--- src/rtl/ddi_phase_scheduler.sv ---
// Dwell timer and phase arbiter for the single-DDI light FSM.
// Counts ticks per FSM state and picks the next green at each ALL_RED entry.
module ddi_phase_scheduler #(
  parameter int CNT_W            = 8,
  parameter int RED_TICKS        = 2,
  parameter int GREEN_TICKS      = 20,
  parameter int YELLOW_TICKS     = 4,
  parameter int PRIO_GREEN_TICKS = 10,
  parameter int MAX_PRIO_RUN     = 2
) (
  input  logic       clk,
  input  logic       rst_n,
  input  logic       tick,
  input  logic [3:0] fsm_state,
  input  logic       east_req,
  input  logic       west_req,
  output logic       timing_done,
  output logic [1:0] phase,
  output logic       sync,
  output logic       east_pend,
  output logic       west_pend
);

  localparam logic [3:0] S_ALL_RED = 4'd0;
  localparam logic [3:0] S_P1G     = 4'd1;
  localparam logic [3:0] S_P1Y     = 4'd2;
  localparam logic [3:0] S_P2G     = 4'd3;
  localparam logic [3:0] S_P2Y     = 4'd4;
  localparam logic [3:0] S_EG      = 4'd5;
  localparam logic [3:0] S_EY      = 4'd6;
  localparam logic [3:0] S_WG      = 4'd7;
  localparam logic [3:0] S_WY      = 4'd8;

  localparam logic [1:0] PH_1    = 2'b00;
  localparam logic [1:0] PH_2    = 2'b01;
  localparam logic [1:0] PH_PRIO = 2'b10;

  localparam int PR_W = $clog2(MAX_PRIO_RUN + 2);
  localparam logic [PR_W-1:0] PR_MAX = PR_W'(MAX_PRIO_RUN);

  localparam logic [CNT_W-1:0] RED_M1 = CNT_W'(RED_TICKS - 1);
  localparam logic [CNT_W-1:0] GRN_M1 = CNT_W'(GREEN_TICKS - 1);
  localparam logic [CNT_W-1:0] YEL_M1 = CNT_W'(YELLOW_TICKS - 1);
  localparam logic [CNT_W-1:0] PRI_M1 = CNT_W'(PRIO_GREEN_TICKS - 1);

  logic [3:0]       prev_q;
  logic [CNT_W-1:0] cnt_q, cnt_d;
  logic             sent_q, sent_d;
  logic             done_q, done_d;
  logic [1:0]       phase_q, phase_d;
  logic             sync_q, sync_d;
  logic             epend_q, epend_d;
  logic             wpend_q, wpend_d;
  logic             nnorm_q, nnorm_d;
  logic             nprio_q, nprio_d;
  logic [PR_W-1:0]  run_q, run_d;

  logic             evt;
  logic             has_dwell;
  logic [CNT_W-1:0] dwell_m1;

  assign evt = (fsm_state != prev_q);

  // MAINT and undefined encodings carry no dwell: counter frozen
  always_comb begin
    has_dwell = 1'b1;
    dwell_m1  = '0;
    case (fsm_state)
      S_ALL_RED:                 dwell_m1 = RED_M1;
      S_P1G, S_P2G:              dwell_m1 = GRN_M1;
      S_EG, S_WG:                dwell_m1 = PRI_M1;
      S_P1Y, S_P2Y, S_EY, S_WY:  dwell_m1 = YEL_M1;
      default:                   has_dwell = 1'b0;
    endcase
  end

  always_comb begin
    cnt_d   = cnt_q;
    sent_d  = sent_q;
    done_d  = 1'b0;
    phase_d = phase_q;
    sync_d  = sync_q;
    nnorm_d = nnorm_q;
    nprio_d = nprio_q;
    run_d   = run_q;
    epend_d = epend_q | east_req;
    wpend_d = wpend_q | west_req;

    if (evt) begin
      cnt_d  = '0;
      sent_d = 1'b0;
    end else if (has_dwell && !sent_q && tick) begin
      if (cnt_q == dwell_m1) begin
        done_d = 1'b1;
        sent_d = 1'b1;
      end else begin
        cnt_d = cnt_q + 1'b1;
      end
    end

    if (evt) begin
      unique case (1'b1)
        fsm_state == S_ALL_RED: begin
          if ((epend_q || wpend_q) && run_q < PR_MAX) begin
            phase_d = PH_PRIO;
            sync_d  = (epend_q && wpend_q) ? nprio_q : wpend_q;
          end else begin
            phase_d = nnorm_q ? PH_2 : PH_1;
          end
        end
        fsm_state == S_P1G: begin
          nnorm_d = 1'b1;
          run_d   = '0;
        end
        fsm_state == S_P2G: begin
          nnorm_d = 1'b0;
          run_d   = '0;
        end
        fsm_state == S_EG: begin
          nprio_d = 1'b1;
          epend_d = 1'b0;
          run_d   = (run_q == PR_MAX) ? run_q : run_q + 1'b1;
        end
        fsm_state == S_WG: begin
          nprio_d = 1'b0;
          wpend_d = 1'b0;
          run_d   = (run_q == PR_MAX) ? run_q : run_q + 1'b1;
        end
        default: ;
      endcase
    end
  end

  always_ff @(posedge clk or negedge rst_n) begin
    if (!rst_n) begin
      prev_q  <= S_ALL_RED;
      cnt_q   <= '0;
      sent_q  <= 1'b0;
      done_q  <= 1'b0;
      phase_q <= PH_1;
      sync_q  <= 1'b0;
      epend_q <= 1'b0;
      wpend_q <= 1'b0;
      nnorm_q <= 1'b0;
      nprio_q <= 1'b0;
      run_q   <= '0;
    end else begin
      prev_q  <= fsm_state;
      cnt_q   <= cnt_d;
      sent_q  <= sent_d;
      done_q  <= done_d;
      phase_q <= phase_d;
      sync_q  <= sync_d;
      epend_q <= epend_d;
      wpend_q <= wpend_d;
      nnorm_q <= nnorm_d;
      nprio_q <= nprio_d;
      run_q   <= run_d;
    end
  end

  assign timing_done = done_q;
  assign phase       = phase_q;
  assign sync        = sync_q;
  assign east_pend   = epend_q;
  assign west_pend   = wpend_q;

endmodule

--- config.mk ---
export PLATFORM = sky130hd
export DESIGN_NAME = ddi_phase_scheduler
export DESIGN_NICKNAME = d
export VERILOG_FILES = /design/src/rtl/ddi_phase_scheduler.sv
export SDC_FILE = /design/constraint.sdc
export NUM_CORES = 1
export LEC_CHECK = 0
export CORE_ASPECT_RATIO = 1.4
export CORE_UTILIZATION = 45
export CTS_BUF_LIST = sky130_fd_sc_hd__clkbuf_2
export DETAILED_ROUTE_END_ITERATION = 8
export HOLD_SLACK_MARGIN = 0.02
export PLACE_DENSITY = 0.68
export RECOVER_POWER = 100
export SLEW_MARGIN = 20
export SYNTH_ARGS = -nofsm -noshare
export SYNTH_HDL_FRONTEND = slang
export SYNTH_SLANG_ARGS = --single-unit
export TNS_END_PERCENT = 30
--- constraint.sdc ---
create_clock -name clk -period 1.6 [get_ports clk]
set_input_delay 0.4 -clock clk [delete_from_list [all_inputs] [get_ports clk]]
set_output_delay 0.4 -clock clk [all_outputs]
set_load 0.05 [all_outputs]
# ---- Word-level counts from Yosys, hierarchy flattened
# Cells that the tools add are included.
dict set report word_totals {
  reg_bits 23
  word_cells 74
}
dict set report op_classes {
  add_sub_neg 2
  n_lt_le_gt_ge 1
  eq_ne 13
  muxes 22
  bitwise 2
  reduce_logical 23
}
# cell n
set op_table {}
lappend op_table {{$mux W8} 3}
lappend op_table {{$pmux W5 S4} 1}
lappend op_table {{$eq A4 B3 Y1 const B} 4}
lappend op_table {{$mux W1} 13}
lappend op_table {{$reduce_and A2 Y1} 5}
lappend op_table {{$reduce_bool A2 Y1} 5}
lappend op_table {{$reduce_or A9 Y1} 1}
lappend op_table {{$add A8 B1 Y8 const B} 1}
lappend op_table {{$eq A4 B2 Y1 const B} 2}
lappend op_table {{$eq A8 B8 Y1} 1}
lappend op_table {{$reduce_and A3 Y1} 2}
lappend op_table {{$eq A4 B1 Y1 const B} 1}
lappend op_table {{$eq A4 B4 Y1 const B} 1}
lappend op_table {{$logic_and A1 B1 Y1} 4}
lappend op_table {{$logic_not A4 Y1} 1}
lappend op_table {{$mux W2} 2}
lappend op_table {{$ne A2 B2 Y1 const B} 2}
lappend op_table {{$ne A4 B4 Y1} 1}
lappend op_table {{$pmux W1 S2} 2}
lappend op_table {{$pmux W2 S2} 1}
lappend op_table {{$reduce_or A2 Y1} 2}
lappend op_table {{$reduce_or A4 Y1} 1}
lappend op_table {{$add A2 B1 Y2 const B} 1}
lappend op_table {{$eq A2 B2 Y1 const B} 1}
lappend op_table {{4 further kinds} 5}

# ---- Depth between registers and ports, before layout
# Gate-level depths: netlist (run 1).
dict set report logic_depth {
  depth_word 7
  mapped_depth 7
}

# ---- Worst setup path after synthesis (run 1)
# OpenSTA, ideal clock, no wires.
dict set report synth_path {
  kind {input to register}
  from {input port fsm_state[1]}
  to {register cnt_q[1]}
  setup_time_ps 124
  t_arrival_ps 1554
  path_slack_ps -78
  path_stages 5
  cell_sequence {buf_6 or2_1 a221oi_4 and4b_1 o31a_1}
}
dict set report synth_via {
  elab_chain_cells 7
  elab_cells_between_ends 23
}
# element line
set synth_rtl {}
lappend synth_rtl {{start, declared} 14} ;# input logic [3:0] fsm_state,
lappend synth_rtl {{parallel branches: the longest is 7 deep, another holds $eq A8 B8 Y1} --}
lappend synth_rtl {{end signal, assigned} 149} ;# cnt_q <= cnt_d;
lappend synth_rtl {{end, declared} 47} ;# logic [CNT_W-1:0] cnt_q, cnt_d;
# Several ways; the timed one is not identified.
# A chain may end at the register's enable or synchronous reset.

# ---- Worst setup path after layout (run 1)
dict set report layout_path {
  from {input port fsm_state[0]}
  to {register cnt_q[1]}
}
# Same word-level chain as after synthesis.

==> results of run 1 <==
power groups by stage:
| stage | Sequential (mW) | Clock [mW] | Combinational [mW] |
|---|---|---|---|
| after floorplan | 0.798 | 0 | 0.187 |
| after global placement | 0.725 | 0 | 0.473 |
| after detailed placement | 0.731 | 0 | 0.489 |
| after CTS | 0.720 | 0.257 | 0.499 |
| after global routing | 0.732 | 0.277 | 0.542 |
| final | 0.720 | 0.244 | 0.498 |
cells by family (layout without fill, tap and decap cells):
| group | count (synthesis) | after routing | share of synthesized area, % |
|---|---|---|---|
| adder cells (fa/ha/maj) | 2 | 2 | 2.010 |
| flip-flops | 23 | 23 | 46.23 |
| AO/OA/AOI/OAI | 28 | 28 | 16.58 |
| buffers and inverters | 11 | 47 | 4.924 |
| XOR/XNOR | 11 | 11 | 8.342 |
| multiplexers | 3 | 3 | 2.412 |
| AND/OR/NAND/NOR | 46 | 46 | 19.50 |
worst paths after layout:
path                              startpoint   endpoint  slack [ns]  cells past startpoint
worst max-delay path            fsm_state[0]   cnt_q[1]      -0.005                      6
worst min-delay path                   rst_n   phase[1]        0.37                      2
worst max register to register      cnt_q[7]   cnt_q[1]        0.01                      4
worst min register to register       nprio_q    nprio_q        0.54                      2
max in group asynchronous              rst_n   cnt_q[4]        1.02                      2
min in group clk                fsm_state[3]  prev_q[3]        0.45                      2
what timing repair did:
item	in CTS	in global routing
endpoints found under the setup margin	19	6
setup buffers	1	2
pin swaps	8	5
gates resized for setup	13	5
sequential cells by signal, indices dropped and copies added (netlist names):
name,cells
timing_done,1
phase,2
cnt_q,8
nprio_q,1
nnorm_q,1
west_pend,1
east_pend,1
sync,1
prev_q,4
run_q,2
sent_q,1
synth_stat cells (2+ instances only):
cell type	instances	area, sq um
a21oi_1	3	15.01
xor2_1	5	43.79
o31ai_1	4	30.03
nand4_1	3	18.77
o21ai_1	2	10.01
ha_1	2	25.02
mux2i_1	3	30.03
nor2_1	10	37.54
nand2_1	13	48.80
o21ai_0	8	40.04
dfrtp_1	23	575.6
a22o_1	3	26.28
inv_1	6	22.52
or3_1	3	18.77
xnor2_1	5	43.79
a31oi_1	2	12.51
or2_2	2	12.51
buf_6	2	22.52
nor3_1	2	10.01
nand3_1	4	20.02
per-stage QoR:
| step | cell area (sq um) | setup TNS (ns) |
|---|---|---|
| CTS | 1675 | 0 |
| floorplan | 1264 | -0.004272 |
| global placement | 1613 | -9.139 |
| finish | 1684 | -0.004579 |
| global route | 1684 | -0.03085 |
| detailed placement | 1613 | -10.18 |
area by class of cell:
class,count,area share [%]
Clock buffer,3,0.8915
Multi-Input combinational cell,90,38.41
Tap cell,36,2.675
Timing Repair Buffer,37,22.07
Clock inverter,1,0.4458
Sequential cell,23,34.18
Inverter,6,1.337
metal layers:
layer | vias up | global-route usage [%]
met4 | 0 | 6.985
li1 | 508 | -
met1 | 505 | 24.46
met2 | 22 | 35.94
met3 | 8 | 2.260
met5 | - | 0
==> results.tsv, run 1 <==
stage	metric	value	unit
place	dpl ws	-0.6707	ns
layout	Seq. cell area	575.6	sq um
cts	CTS Buf Count	3	
critical_path	Crit Path Class	input pin to flip-flop	
critical_path	crit-path cells	clkbuf_1 > and2b_4 > mux2i_1 > a22o_1 > a21oi_2 > o31a_1	
layout	share of post-route cells with drive strength above 1	30.00	%
cts	H-tree depth	1	
power_and_ir_drop	clock power share	16.7	%
floorplanning	core area	2615	sq um
sta	setup ws final	-0.004579	ns
sta	fmax	623.2	MHz
worst_hold_path	Tightest Hold Check Type	input pin to async pin	
grt	pin count of the biggest net entering global routing	24	
drt	met2 wire len	1425	microns
drt	met3 WL	78	microns
yosys	top_reg_cell synth	dfrtp_1	
critical_path	CP Buf/Inv Count	1	
layout	area growth from synthesis to layout	35.28	%
drt	met1 WL	1094	microns
outcome	status	finished, violations left	
sta	Hold Vio Cnt, Final	0	
grt	GRT Util Overall	20.51	%
power_and_ir_drop	net switching power	508.8	uW
yosys	synthesized area	1245	sq um
drt	DRC errors left	0	
layout	most frequent cells in the layout	dfrtp_1 (23), buf_4 (21), nand2_1 (13)	
floorplanning	FP Rows	22	
grt	vias in the first global route	1109	
power_and_ir_drop	Power per Cell Area	868.3	nW/um^2
layout	fin util	64.40	%
power_and_ir_drop	Lkg Pwr	0.7191	nW
layout	final cell count without fillers	196	
floorplanning	die span in x	46.46	microns
place	placed cell count	189	
place	Detailed Place HPWL	1980	microns
floorplanning	Initial Utilization	47.61	%
yosys	Distinct cells, synth	39	
sta	worst clock skew	0.001941	ns
drt	Final ANT Viol Nets	0	
job	max-cap violations	0	
yosys	synthesized flop and latch total	23	
drt	routed length per placed instance	13.57	microns
floorplanning	boundary pin count	15	
yosys	number of synthesized flops with an enable pin	0	
layout	number of antenna diodes	0	
cts	hold buffers post-CTS	0	
critical_path	delay-heaviest family, CP	compound AO/OA/AOI/OAI gates	
layout	final net count	172	
critical_path	CP required	1.86	ns
drt	DR iter-0 viols	33	
outcome	failing checks	negative setup slack	
floorplanning	die area	2984	sq um
sta	final-report setup violation count	1	
sta	hold_ws	0.3659	ns
yosys	Avg Inst Size Synth	10.04	sq um
yosys	YS warnings	0	
cts	clock-pin slew on the worst setup and hold paths	0.23	ns
sta	Max-Slew Margin vs Limit	72.97	%
power_and_ir_drop	Peak VDD IR	759.1	uV
critical_path	Worst path slowest cell	clkbuf_1	
critical_path	startpoint types	input pin	
yosys	Syn Nets	135	
place	Port Buf Inserts	14	
grt	total grt overflow	0	
sta	Slew @ Worst Pin	0.4055	ns
cts	TritonCTS clock tree	built	
yosys	Async SR Flop Fraction	100.0	%
sta	min Tclk post-route	1.605	ns
critical_path	CP max FO	7	
power_and_ir_drop	Flop pwr share	49.3	%
drt	Top Layer Used	met4	
critical_path	Max stage delay on crit path	0.32	ns
power_and_ir_drop	Pwr Total	1.462	mW
floorplanning	DIE HEIGHT	64.24	microns
sta	Final Max Tran Viols	0	
power_and_ir_drop	combinational share of power	34.1	%
cts	TritonCTS Sinks	23	
drt	Avg Vias per Cell	5.321	
place	Final GP Congestion	0.8847	
drt	DRT Pass-1 Iters	4	
drt	total wire length	2660	microns
power_and_ir_drop	P_int	953.6	uW
critical_path	crit path DAT	1.86	ns
sta	RSZ-0062 raised after global routing	true	
drt	vias	1043	
layout	Filler cells	223	
layout	footprint of the multi-input gates	646.9	sq um
yosys	Seq/Total Area, Yosys	46.23	%
critical_path	Critical Path End Type	flip-flop	
sta	Final Cycle Share	100.3	%
yosys	Mapped Cells	124	
grt	antenna violations before repair	0	
cts	clk root buf	clkbuf_2	
layout	commonest non-fill, non-tap cell in the layout	dfrtp_1	
grt	global-route wire length before repair	4602	microns
cts	Max clock buf depth	2	
power_and_ir_drop	switching fraction of total power	34.79	%
cts	worst skew pair latency	0.33	ns
No activity file was read; power rests on OpenSTA's default activity.
==> run 2, diff against run 1 <==
--- a/config.mk
+++ b/config.mk
@@ -6,11 +6,11 @@
 export NUM_CORES = 1
 export LEC_CHECK = 0
 export CORE_ASPECT_RATIO = 1.4
-export CORE_UTILIZATION = 45
+export CORE_UTILIZATION = 51
 export CTS_BUF_LIST = sky130_fd_sc_hd__clkbuf_2
 export DETAILED_ROUTE_END_ITERATION = 8
 export HOLD_SLACK_MARGIN = 0.02
-export PLACE_DENSITY = 0.68
+export PLACE_DENSITY = 0.76
 export RECOVER_POWER = 100
 export SLEW_MARGIN = 20
 export SYNTH_ARGS = -nofsm -noshare
==> run 2 against run 1 <==
Net effect:
- the flow finishes with violations (design-rule violations)
- clock skew grew 0.012 ns
- cell count shrank 7.1%
- largest cell class unchanged
- wire length grew 0.11%
- die area shrank 11%
==> results.tsv, run 2 (synthesis results as in run 1) <==
stage	metric	value	unit	change
cts	worst skew pair latency	0.32	ns	was 0.33 ns
cts	clk root buf	clkbuf_2		unchanged
cts	hold buffers post-CTS	0		unchanged
cts	CTS Buf Count	3		unchanged
power_and_ir_drop	Pwr Total	1.346	mW	was 1.462 mW
critical_path	CP max FO	5		was 7
grt	antenna violations before repair	0		unchanged
sta	Hold Vio Cnt, Final	0		unchanged
drt	vias	1051		was 1,043
grt	pin count of the biggest net entering global routing	24		unchanged
drt	Final ANT Viol Nets	0		unchanged
drt	total wire length	2663	microns	was 2660 microns
layout	commonest non-fill, non-tap cell in the layout	dfrtp_1		unchanged
sta	setup ws final	0.02384	ns	was -0.004579 ns
cts	Max clock buf depth	2		unchanged
floorplanning	boundary pin count	15		unchanged
layout	final net count	172		unchanged
grt	GRT Util Overall	22.64	%	was 20.51%
power_and_ir_drop	Lkg Pwr	0.7021	nW	was 0.7191 nW
drt	DRT Pass-1 Iters	6		was 4
cts	H-tree depth	1		unchanged
outcome	status	finished, violations left		unchanged
sta	Post-Route Setup TNS	0	ns	was -0.004579 ns
cts	TritonCTS clock tree	built		unchanged
sta	Max-Slew Margin vs Limit	62.26	%	was 72.97%
sta	hold_ws	0.4129	ns	was 0.3659 ns
place	Final GP Congestion	0.9340		was 0.8847
critical_path	Crit Path Class	flip-flop to flip-flop		was input pin to flip-flop
place	Port Buf Inserts	14		unchanged
critical_path	startpoint types	flip-flop		was input pin
drt	DRC errors left	1		was 0
critical_path	CP required	1.85	ns	was 1.86 ns
floorplanning	core area	2227	sq um	was 2615 sq um
drt	routed length per placed instance	14.63	microns	was 13.57 microns
floorplanning	die area	2645	sq um	was 2984 sq um
floorplanning	Initial Utilization	55.90	%	was 47.61%
power_and_ir_drop	Power per Cell Area	851.5	nW/um^2	was 868.3 nW/um^2
layout	area growth from synthesis to layout	26.94	%	was 35.28%
job	max-cap violations	0		unchanged
sta	worst clock skew	0.01363	ns	was 0.001941 ns
cts	clock-pin slew on the worst setup and hold paths	0.21	ns	was 0.23 ns
floorplanning	DIE HEIGHT	60.46	microns	was 64.24 microns
place	dpl ws	-0.6427	ns	was -0.6707 ns
sta	min Tclk post-route	1.576	ns	was 1.605 ns
place	placed cell count	175		was 189
grt	total grt overflow	0		unchanged
power_and_ir_drop	Peak VDD IR	641.0	uV	was 759.1 uV
sta	Slew @ Worst Pin	0.5660	ns	was 0.4055 ns
sta	Final Cycle Share	98.51	%	was 100.3%
drt	Avg Vias per Cell	5.775		was 5.321
sta	RSZ-0062 raised after global routing	true		unchanged
drt	DR iter-0 viols	18		was 33
outcome	failing checks	design-rule violations		was negative setup slack
layout	Most flops, register	cnt_q		unchanged
worst_hold_path	Tightest Hold Check Type	input pin to flip-flop		was input pin to async pin
floorplanning	die span in x	43.76	microns	was 46.46 microns
place	Detailed Place HPWL	1990	microns	was 1980 microns
sta	Final Max Tran Viols	0		unchanged
layout	final cell count without fillers	182		was 196
layout	most frequent cells in the layout	dfrtp_1 (22), buf_4 (17), nand2_1 (13), clkbuf_2 (13), nor2_1 (10)		was dfrtp_1 (23), buf_4 (21), nand2_1 (13)
layout	max reg flops	8		unchanged
grt	global-route wire length before repair	4436	microns	was 4602 microns
layout	share of post-route cells with drive strength above 1	31.87	%	was 30.00%
layout	biggest registers after layout	cnt_q (8), prev_q (4)		unchanged
cts	TritonCTS Sinks	23		unchanged
sta	final-report setup violation count	0		was 1
layout	number of antenna diodes	0		unchanged
critical_path	crit path DAT	1.82	ns	was 1.86 ns
critical_path	Critical Path End Type	flip-flop		unchanged
sta	fmax	634.5	MHz	was 623.2 MHz
floorplanning	FP Rows	20		was 22
grt	vias in the first global route	1054		was 1,109
run 2: changes by cell type in the layout (fill, tap and decap cells not counted), moves of 2 or more:
cell and delta:
buf_4 -4, xnor2_1 -2, clkbuf_2 +9, clkbuf_4 +2
xnor2_2 +2, dlygate4sd2_1 +2, buf_12 -7
run 2: final timing paths:
kind,from,endpoint,slack (ns),cells after the start
hold / removal,fsm_state[0],prev_q[0],0.41,2
setup / recovery,cnt_q[2],cnt_q[1],0.02,4
max in group asynchronous,rst_n,cnt_q[0],0.65,2
hold reg to reg,nprio_q,nprio_q,0.51,2
setup reg to reg,cnt_q[2],cnt_q[1],0.02,4
min in group asynchronous,rst_n,cnt_q[5],0.56,2
run 2: per-stage QoR:
stage	utilization (%)	instance area, sq um
finish	70.96	1580
CTS	73.82	1644
detailed placement	71.63	1595
floorplan	-	1264
global placement	71.63	1595
global route	70.96	1580
run 2: per-layer routing:
layer	track usage, %	wire (microns)	vias to the layer above
li1	-	-	511
met1	27.12	1066	504
met2	38.59	1441	26
met3	2.679	75	10
met4	13.84	79	0
met5	0	0	-
run 2: power breakdown:
part,switching (mW),internal [mW]
Sequential,0.0567,0.646
Clock,0.165,0.0661
Combinational,0.250,0.161
run 2: area by class of cell:
type,count,area (sq um)
Multi-Input combinational cell,90,675.6
Fill cell,179,646.9
Sequential cell,23,576.8
Timing Repair Buffer,37,257.7
Tap cell,22,27.53
Inverter,6,22.52
Clock buffer,4,20.02
run 2: worst max-delay path: stages (launching register included):
cell and delay, ns:
dfrtp_1 0.43, or4_4 0.55, nor2_4 0.19, a21oi_2 0.07
o31a_1 0.27
run 2: repair_timing:
action / in CTS / in global routing
endpoints found under the setup margin: 17 / 9
gates resized for setup: 10 / 14
pin swaps: 5 / 7
buffers inserted: 2 / 1
